### src/rtl/ripple_count_tracker.sv
`default_nettype none
// ============================================================================
// ripple_count_tracker : synchronise, de-glitch and extend a ripple count
// Revision 1.0
// ============================================================================
module ripple_count_tracker #(
  parameter int WIDTH         = 4,
  parameter int EXT_WIDTH     = 12,
  parameter int STABLE_CYCLES = 2
) (
  input  logic                 clock,
  input  logic                 clear,
  input  logic [WIDTH-1:0]     q_in,
  input  logic                 enable,
  input  logic [EXT_WIDTH-1:0] match_value,
  output logic [EXT_WIDTH-1:0] count_out,
  output logic                 count_valid,
  input  logic                 count_ready,
  output logic                 wrap_pulse,
  output logic                 match,
  output logic                 overrun,
  output logic                 error
);

  localparam logic [2:0] STAB_TGT = 3'(STABLE_CYCLES);
  localparam int         PAD      = EXT_WIDTH - WIDTH;

  typedef enum logic [0:0] {
    ST_INIT  = 1'b0,
    ST_TRACK = 1'b1
  } state_t;

  state_t               state;
  state_t               state_next;

  logic [WIDTH-1:0]     r_sync1;
  logic [WIDTH-1:0]     r_sync2;
  logic                 r_primed;
  logic [2:0]           r_stab_cnt;
  logic [WIDTH-1:0]     r_baseline;
  logic [EXT_WIDTH-1:0] r_ext_count;

  logic                 r_upd_evt;
  logic                 r_wrap_evt;
  logic                 r_match_evt;
  logic                 r_err_evt;

  logic [2:0]           w_stab_next;
  logic                 w_new_run;
  logic                 w_hit;
  logic                 w_load_base;
  logic                 w_track_acc;
  logic                 w_do_add;
  logic                 w_wrap;
  logic                 w_big;
  logic [WIDTH-1:0]     w_delta;
  logic [EXT_WIDTH-1:0] w_ext_next;

  // r_primed masks the reset value of r_sync1 so it never starts a run.
  always_ff @(posedge clock or posedge clear) begin
    if (clear) begin
      r_sync1    <= '0;
      r_sync2    <= '0;
      r_primed   <= 1'b0;
      r_stab_cnt <= 3'd0;
    end else begin
      r_sync1    <= q_in;
      r_sync2    <= r_sync1;
      r_primed   <= 1'b1;
      r_stab_cnt <= w_stab_next;
    end
  end

  // r_stab_cnt is the run length of r_sync2; r_sync1 is the value it takes next.
  always_comb begin
    w_new_run   = (r_stab_cnt == 3'd0) || (r_sync1 != r_sync2);
    w_stab_next = r_stab_cnt;
    if (!r_primed) begin
      w_stab_next = 3'd0;
    end else if (w_new_run) begin
      w_stab_next = 3'd1;
    end else if (r_stab_cnt >= STAB_TGT) begin
      w_stab_next = STAB_TGT;
    end else begin
      w_stab_next = r_stab_cnt + 3'd1;
    end
    w_hit = r_primed && (w_stab_next == STAB_TGT) &&
            (w_new_run || (r_stab_cnt < STAB_TGT));
  end

  always_comb begin
    w_delta    = r_sync1 - r_baseline;
    w_wrap     = (r_sync1 < r_baseline);
    w_big      = w_delta[WIDTH-1] && (w_delta[WIDTH-2:0] != '0);
    w_ext_next = r_ext_count + {{PAD{1'b0}}, w_delta};
    w_do_add   = w_track_acc && enable;
  end

  always_ff @(posedge clock or posedge clear) begin
    if (clear) begin
      state <= ST_INIT;
    end else begin
      state <= state_next;
    end
  end

  always_comb begin
    state_next  = state;
    w_load_base = 1'b0;
    w_track_acc = 1'b0;
    case (state)
      ST_INIT: begin
        if (w_hit) begin
          w_load_base = 1'b1;
          state_next  = ST_TRACK;
        end
      end
      ST_TRACK: begin
        if (w_hit && (r_sync1 != r_baseline)) begin
          w_track_acc = 1'b1;
        end
      end
      default: state_next = ST_INIT;
    endcase
  end

  // Acceptance stage: baseline/extended count update and event capture.
  always_ff @(posedge clock or posedge clear) begin
    if (clear) begin
      r_baseline  <= '0;
      r_ext_count <= '0;
      r_upd_evt   <= 1'b0;
      r_wrap_evt  <= 1'b0;
      r_match_evt <= 1'b0;
      r_err_evt   <= 1'b0;
    end else begin
      if (w_load_base || w_track_acc) begin
        r_baseline <= r_sync1;
      end
      if (w_do_add) begin
        r_ext_count <= w_ext_next;
      end
      r_upd_evt   <= w_do_add;
      r_wrap_evt  <= w_track_acc && w_wrap;
      r_err_evt   <= w_track_acc && w_big;
      r_match_evt <= w_do_add && (r_ext_count < match_value) &&
                     (w_ext_next >= match_value);
    end
  end

  // Output stage: snapshot register with valid/ready handshake.
  always_ff @(posedge clock or posedge clear) begin
    if (clear) begin
      count_out   <= '0;
      count_valid <= 1'b0;
      wrap_pulse  <= 1'b0;
      match       <= 1'b0;
      overrun     <= 1'b0;
      error       <= 1'b0;
    end else begin
      wrap_pulse <= r_wrap_evt;
      match      <= r_match_evt;
      if (r_err_evt) begin
        error <= 1'b1;
      end
      if (r_upd_evt) begin
        count_out   <= r_ext_count;
        count_valid <= 1'b1;
        if (count_valid && !count_ready) begin
          overrun <= 1'b1;
        end
      end else if (count_valid && count_ready) begin
        count_valid <= 1'b0;
      end
    end
  end

endmodule
`default_nettype wire

### config.mk
export PLATFORM = sky130hd
export DESIGN_NAME = ripple_count_tracker
export DESIGN_NICKNAME = d
export VERILOG_FILES = /design/src/rtl/ripple_count_tracker.sv
export SDC_FILE = /design/constraint.sdc
export NUM_CORES = 1
export LEC_CHECK = 0
export ABC_AREA = 1
export ABC_CLOCK_PERIOD_IN_PS = 3700
export BUFFER_PORTS_ARGS = -buffer_cell sky130_fd_sc_hd__buf_2
export CAP_MARGIN = 20
export CELL_PAD_IN_SITES_DETAIL_PLACEMENT = 1
export CELL_PAD_IN_SITES_GLOBAL_PLACEMENT = 2
export CORE_UTILIZATION = 35
export CTS_CLUSTER_SIZE = 30
export DETAILED_ROUTE_END_ITERATION = 8
export PLACE_DENSITY_LB_ADDON = 0.25
export SLEW_MARGIN = 20
export SYNTH_ARGS = -nofsm -noshare
export SYNTH_HDL_FRONTEND = slang
export SYNTH_SLANG_ARGS = --single-unit
### constraint.sdc
create_clock -name clock -period 3.7 [get_ports clock]
set_input_delay 0.74 -clock clock [delete_from_list [all_inputs] [get_ports clock]]
set_output_delay 0.74 -clock clock [all_outputs]
set_load 0.03 [all_outputs]
==> flow_results.xml <==
<?xml version="1.0" encoding="UTF-8"?>
<metrics>
  <group name="status">
    <metric name="outcome" unit="">complete, no violations</metric>
  </group>
  <group name="grt">
    <metric name="grt_remaining_overflow" unit="">0</metric>
    <metric name="groute.layer.met3.usage" unit="%">2.66</metric>
    <metric name="grt_start_max_net_pins" unit="">51</metric>
    <metric name="grt_pass1_vias" unit="">2330</metric>
    <metric name="global_route.usage.total" unit="%">16.6</metric>
    <metric name="grt_use_met1" unit="%">23.9</metric>
    <metric name="grt_antenna_before_repair" unit="">0</metric>
    <metric name="global_route_wire_length_before_repair" unit="mm">11.3</metric>
    <metric name="grt_most_used_layer" unit="">met2</metric>
    <metric name="grt_use_met2" unit="%">25.1</metric>
  </group>
  <group name="finish">
    <metric name="antenna_cells_inserted" unit="">0</metric>
    <metric name="areaGrowthSynthToFinish" unit="%">15.7</metric>
    <metric name="nets" unit="">444</metric>
    <metric name="drive_gt1_share" unit="%">20.1</metric>
  </group>
  <group name="worst_setup_path">
    <metric name="type_of_the_worst_setup_path" unit="">flop to flop</metric>
    <metric name="timing.critical_path.arrival" unit="ns">3.57</metric>
    <metric name="crit_top_cell" unit="">nor2_1</metric>
    <metric name="cp.buffers_inverters" unit="">3</metric>
    <metric name="critical_path.reg2reg.startpoint" unit="">r_sync1[0]$_DFF_PP0_</metric>
    <metric name="worst-path-max-fanout" unit="">5</metric>
    <metric name="critPathLaunchType" unit="">flop</metric>
    <metric name="worst-r2r-cell-count" unit="">20</metric>
    <metric name="worst_setup_ep_type" unit="">flop</metric>
    <metric name="rr_endpoint" unit="">r_match_evt$_DFF_PP0_</metric>
    <metric name="critical_path.startpoint" unit="">r_sync1[0]$_DFF_PP0_</metric>
    <metric name="timing.critical_path.max_delay_family" unit="">adder cells</metric>
    <metric name="slowest_stage_delay_cp" unit="ns">0.42</metric>
    <metric name="timing.critical_path.required" unit="ns">3.91</metric>
    <metric name="crit_end" unit="">r_match_evt$_DFF_PP0_</metric>
    <metric name="timing.reg2reg.setup_slack" unit="ns">0.34</metric>
    <metric name="slowest_stage" unit="">fa_1</metric>
    <metric name="timing.critical_path.depth" unit="">20</metric>
    <metric name="timing.critical_path.cells" unit="">inv_2, ha_1, inv_1, fa_1, xor2_2, ha_4, nand3_1, nand3_2, nand2_1, nand2_1, nand3_1, xor2_2, inv_1, ha_1, a21oi_1, nor2_1, a211oi_2, o211ai_1, nor2_1, nor2_1</metric>
  </group>
  <group name="clocking">
    <metric name="clock_latency" unit="ns">0.31</metric>
    <metric name="cts.sinks" unit="">50</metric>
    <metric name="cts_made_buffers" unit="">5</metric>
    <metric name="ctsHtreeMaxLevel" unit="">2</metric>
    <metric name="maximum_clock_insertion_buffer_count" unit="">2</metric>
    <metric name="cts.reportedPaths.clkPinSlew" unit="ns">0.10</metric>
    <metric name="cts_tree" unit="">built</metric>
    <metric name="cts.root.buffer_cell" unit="">clkbuf_8</metric>
  </group>
  <group name="logic_synthesis">
    <metric name="syn_area" unit="µm²">2990</metric>
    <metric name="syn_nets" unit="">405</metric>
    <metric name="seq_area_frac_synth" unit="%">41.9</metric>
    <metric name="syn_avg_cell_area" unit="µm²">8.55</metric>
    <metric name="ys_warn_count" unit="">0</metric>
    <metric name="synth_cells" unit="">349</metric>
    <metric name="synth.ff_latch_count" unit="">50</metric>
    <metric name="ys.flop_type" unit="">dfrtp_1</metric>
    <metric name="synth-edff-count" unit="">0</metric>
    <metric name="synth_async_sr_flop_share" unit="%">100</metric>
    <metric name="ys_types" unit="">35</metric>
  </group>
  <group name="die">
    <metric name="rows" unit="">33</metric>
    <metric name="die_h" unit="µm">94.4</metric>
    <metric name="num_ports" unit="">37</metric>
    <metric name="initial_core_util" unit="%">36.3</metric>
    <metric name="die_x" unit="µm">94.4</metric>
    <metric name="core-area" unit="µm²">8220</metric>
    <metric name="die_footprint" unit="µm²">8900</metric>
  </group>
  <group name="drt">
    <metric name="routed_vias" unit="">2254</metric>
    <metric name="detail-route-antenna-nets" unit="">0</metric>
    <metric name="drc" unit="">0</metric>
    <metric name="drt_pass1_iterations" unit="">4</metric>
    <metric name="drtIter0Drc" unit="">58</metric>
    <metric name="detail_route.wl_per_cell" unit="µm">13.4</metric>
    <metric name="wirelength" unit="mm">6.62</metric>
    <metric name="drt-vias-per-instance" unit="">4.56</metric>
  </group>
  <group name="power_and_ir_drop">
    <metric name="static-leakage-power" unit="nW">1.87</metric>
    <metric name="cellInternalPower" unit="mW">0.902</metric>
    <metric name="p_switching" unit="mW">0.411</metric>
    <metric name="powerDensity" unit="nW/µm²">380</metric>
    <metric name="vdd_ir_drop_max" unit="µV">161</metric>
    <metric name="power_frac_clock" unit="%">30.4</metric>
    <metric name="netSwitchingFraction" unit="%">31.3</metric>
    <metric name="p_comb_share" unit="%">25.4</metric>
    <metric name="sequentialPowerShare" unit="%">44.2</metric>
  </group>
  <group name="flow_run">
    <metric name="cap_viol_max_count" unit="">0</metric>
  </group>
  <group name="sta">
    <metric name="clock.fmax" unit="MHz">298</metric>
    <metric name="final.period_utilization" unit="%">90.8</metric>
    <metric name="slew_viol_final" unit="">0</metric>
    <metric name="report.final.setup_viol" unit="">0</metric>
    <metric name="finalCriticalPeriod" unit="ns">3.36</metric>
    <metric name="setup_tns" unit="ns">0</metric>
    <metric name="worst_slew_margin_relative_to_its_limit" unit="%">40.7</metric>
    <metric name="finClkSkew" unit="ns">0.00632</metric>
    <metric name="final_hold_viol_count" unit="">0</metric>
    <metric name="grt_setup_unrepaired" unit="">no</metric>
    <metric name="layout_setup_ws" unit="ns">0.339</metric>
    <metric name="slew_of_the_pin_with_the_lowest_slew_margin" unit="ns">0.889</metric>
  </group>
  <group name="place">
    <metric name="place_ws" unit="ns">0.118</metric>
    <metric name="routabilityCongestion" unit="">0.790</metric>
    <metric name="numPortBuffers" unit="">36</metric>
    <metric name="hpwl" unit="mm">5.25</metric>
  </group>
  <group name="worst_hold_path">
    <metric name="hp-class" unit="">flop to flop</metric>
  </group>
</metrics>
-- through the flow --
| step | utilization (%) | total power [mW] | cell area (µm²) | hold slack, ns | instances |
|---|---|---|---|---|---|
| after floorplan | - | 0.818 | 2990 | 0.331 | 349 |
| after global placement | 39.6 | 0.894 | 3250 | 0.332 | 485 |
| after detailed placement | 39.6 | 0.901 | 3250 | 0.345 | 485 |
| after CTS | 41.0 | 1.30 | 3370 | 0.368 | 493 |
| after global routing | 42.0 | 1.40 | 3450 | 0.379 | 494 |
| final | 42.0 | 1.31 | 3450 | 0.363 | 494 |
-- cell type report --
class | instances | area (µm²)
Fill cell | 1023 | 4760
Tap cell | 105 | 131
Multi-Input combinational cell | 231 | 1530
Timing Repair Buffer | 37 | 188
Sequential cell | 50 | 1250
Clock buffer | 5 | 68.8
Clock inverter | 3 | 43.8
Inverter | 63 | 243
-- power groups by stage --
stage               Combinational, mW  Sequential, mW  Clock (mW)
CTS                             0.311           0.580       0.413
global route                    0.386           0.584       0.429
global placement                0.304           0.590           0
floorplan                       0.227           0.591           0
detailed placement              0.310           0.591           0
finish                          0.334           0.580       0.399
-- worst reg2reg max path, stage by stage, from the launching register on --
cell and delay, ns:
dfrtp_1 0.41, inv_2 0.08, ha_1 0.14, inv_1 0.05, fa_1 0.42, xor2_2 0.19
ha_4 0.30, nand3_1 0.08, nand3_2 0.10, nand2_1 0.06, nand2_1 0.13, nand3_1 0.14
xor2_2 0.18, inv_1 0.07, ha_1 0.29, a21oi_1 0.15, nor2_1 0.07, a211oi_2 0.15
o211ai_1 0.11, nor2_1 0.10, nor2_1 0.05
-- layer usage --
metal	part of all wire, %	vias to the layer above
li1	-	1171
met1	53	1034
met2	42	40
met3	3.0	9
met4	1.5	0
met5	0	-
-- worst min-delay path by stage --
stage | startpoint | end | slack [ns] | cells past startpoint
final | r_wrap_evt$_DFF_PP0_ | wrap_pulse$_DFF_PP0_ | 0.36 | 0
after global routing | r_wrap_evt$_DFF_PP0_ | wrap_pulse$_DFF_PP0_ | 0.38 | 0
after CTS | r_wrap_evt$_DFF_PP0_ | wrap_pulse$_DFF_PP0_ | 0.37 | 0
after detailed placement | r_wrap_evt$_DFF_PP0_ | wrap_pulse$_DFF_PP0_ | 0.35 | 0
after global placement | r_wrap_evt$_DFF_PP0_ | wrap_pulse$_DFF_PP0_ | 0.33 | 0
after floorplan | r_match_evt$_DFF_PP0_ | match$_DFF_PP0_ | 0.33 | 0
-- flip-flops by register name (all words and copies together) (netlist names) --
signal,flops
r_sync2,4
r_sync1,4
state,1
wrap_pulse,1
error,1
count_out,12
r_err_evt,1
r_wrap_evt,1
match,1
r_baseline,4
r_match_evt,1
count_valid,1
r_primed,1
r_ext_count,12
overrun,1
r_upd_evt,1
r_stab_cnt,3
-- cell usage after synthesis, types with 2 or more instances --
cell      number  area (µm²)
a21oi_1       13        65.1
clkbuf_1       2        7.51
dfrtp_1       50        1250
fa_1           2        40.0
ha_1          34         425
inv_1         61         229
nand2_1       89         334
nand2_2        6        37.5
nand3_1        8        40.0
nand3_2        3        30.0
nand4_1        2        12.5
nor2_1        15        56.3
nor2_4         2        22.5
nor3_1         6        30.0
nor4_1         2        12.5
o21ai_0       16        80.1
o21ai_1        5        25.0
o21ai_2        6        52.6
xor2_1        11        96.3
-- kinds of logic (layout without fill, tap and decap cells) --
logic type,Yosys count,after routing,share of synthesized area [%]
AO/OA/AOI/OAI,46,46,9.01
AND/OR/NAND/NOR,136,136,20.3
XOR/XNOR,12,12,3.52
buffers and inverters,68,108,9.56
other,1,1,0.126
flip-flops,50,50,41.9
adder cells (fa/ha/maj),36,36,15.6
-- timing repair --
action                     in CTS  in global routing
setup buffers                   0                  1
hold buffers                    0                  0
setup endpoints to repair       0                  1
gates resized for setup         0                 11
hold endpoints to repair        0                  0
-- cells in the final DEF (no fill, tap or decap), types with 3 or more instances in the layout --
cell      synthesis  layout
a21oi_1          13      13
buf_2             0      36
clkbuf_8          0       5
dfrtp_1          50      49
ha_1             34      31
ha_4              0       3
inv_1            61      60
nand2_1          89      89
nand2_2           6       6
nand3_1           8       7
nand3_2           3       4
nor2_1           15      15
nor3_1            6       6
o21ai_0          16      16
o21ai_1           5       5
o21ai_2           6       6
xor2_1           11       7
xor2_2            0       4
(Power assumes the default switching activity.)
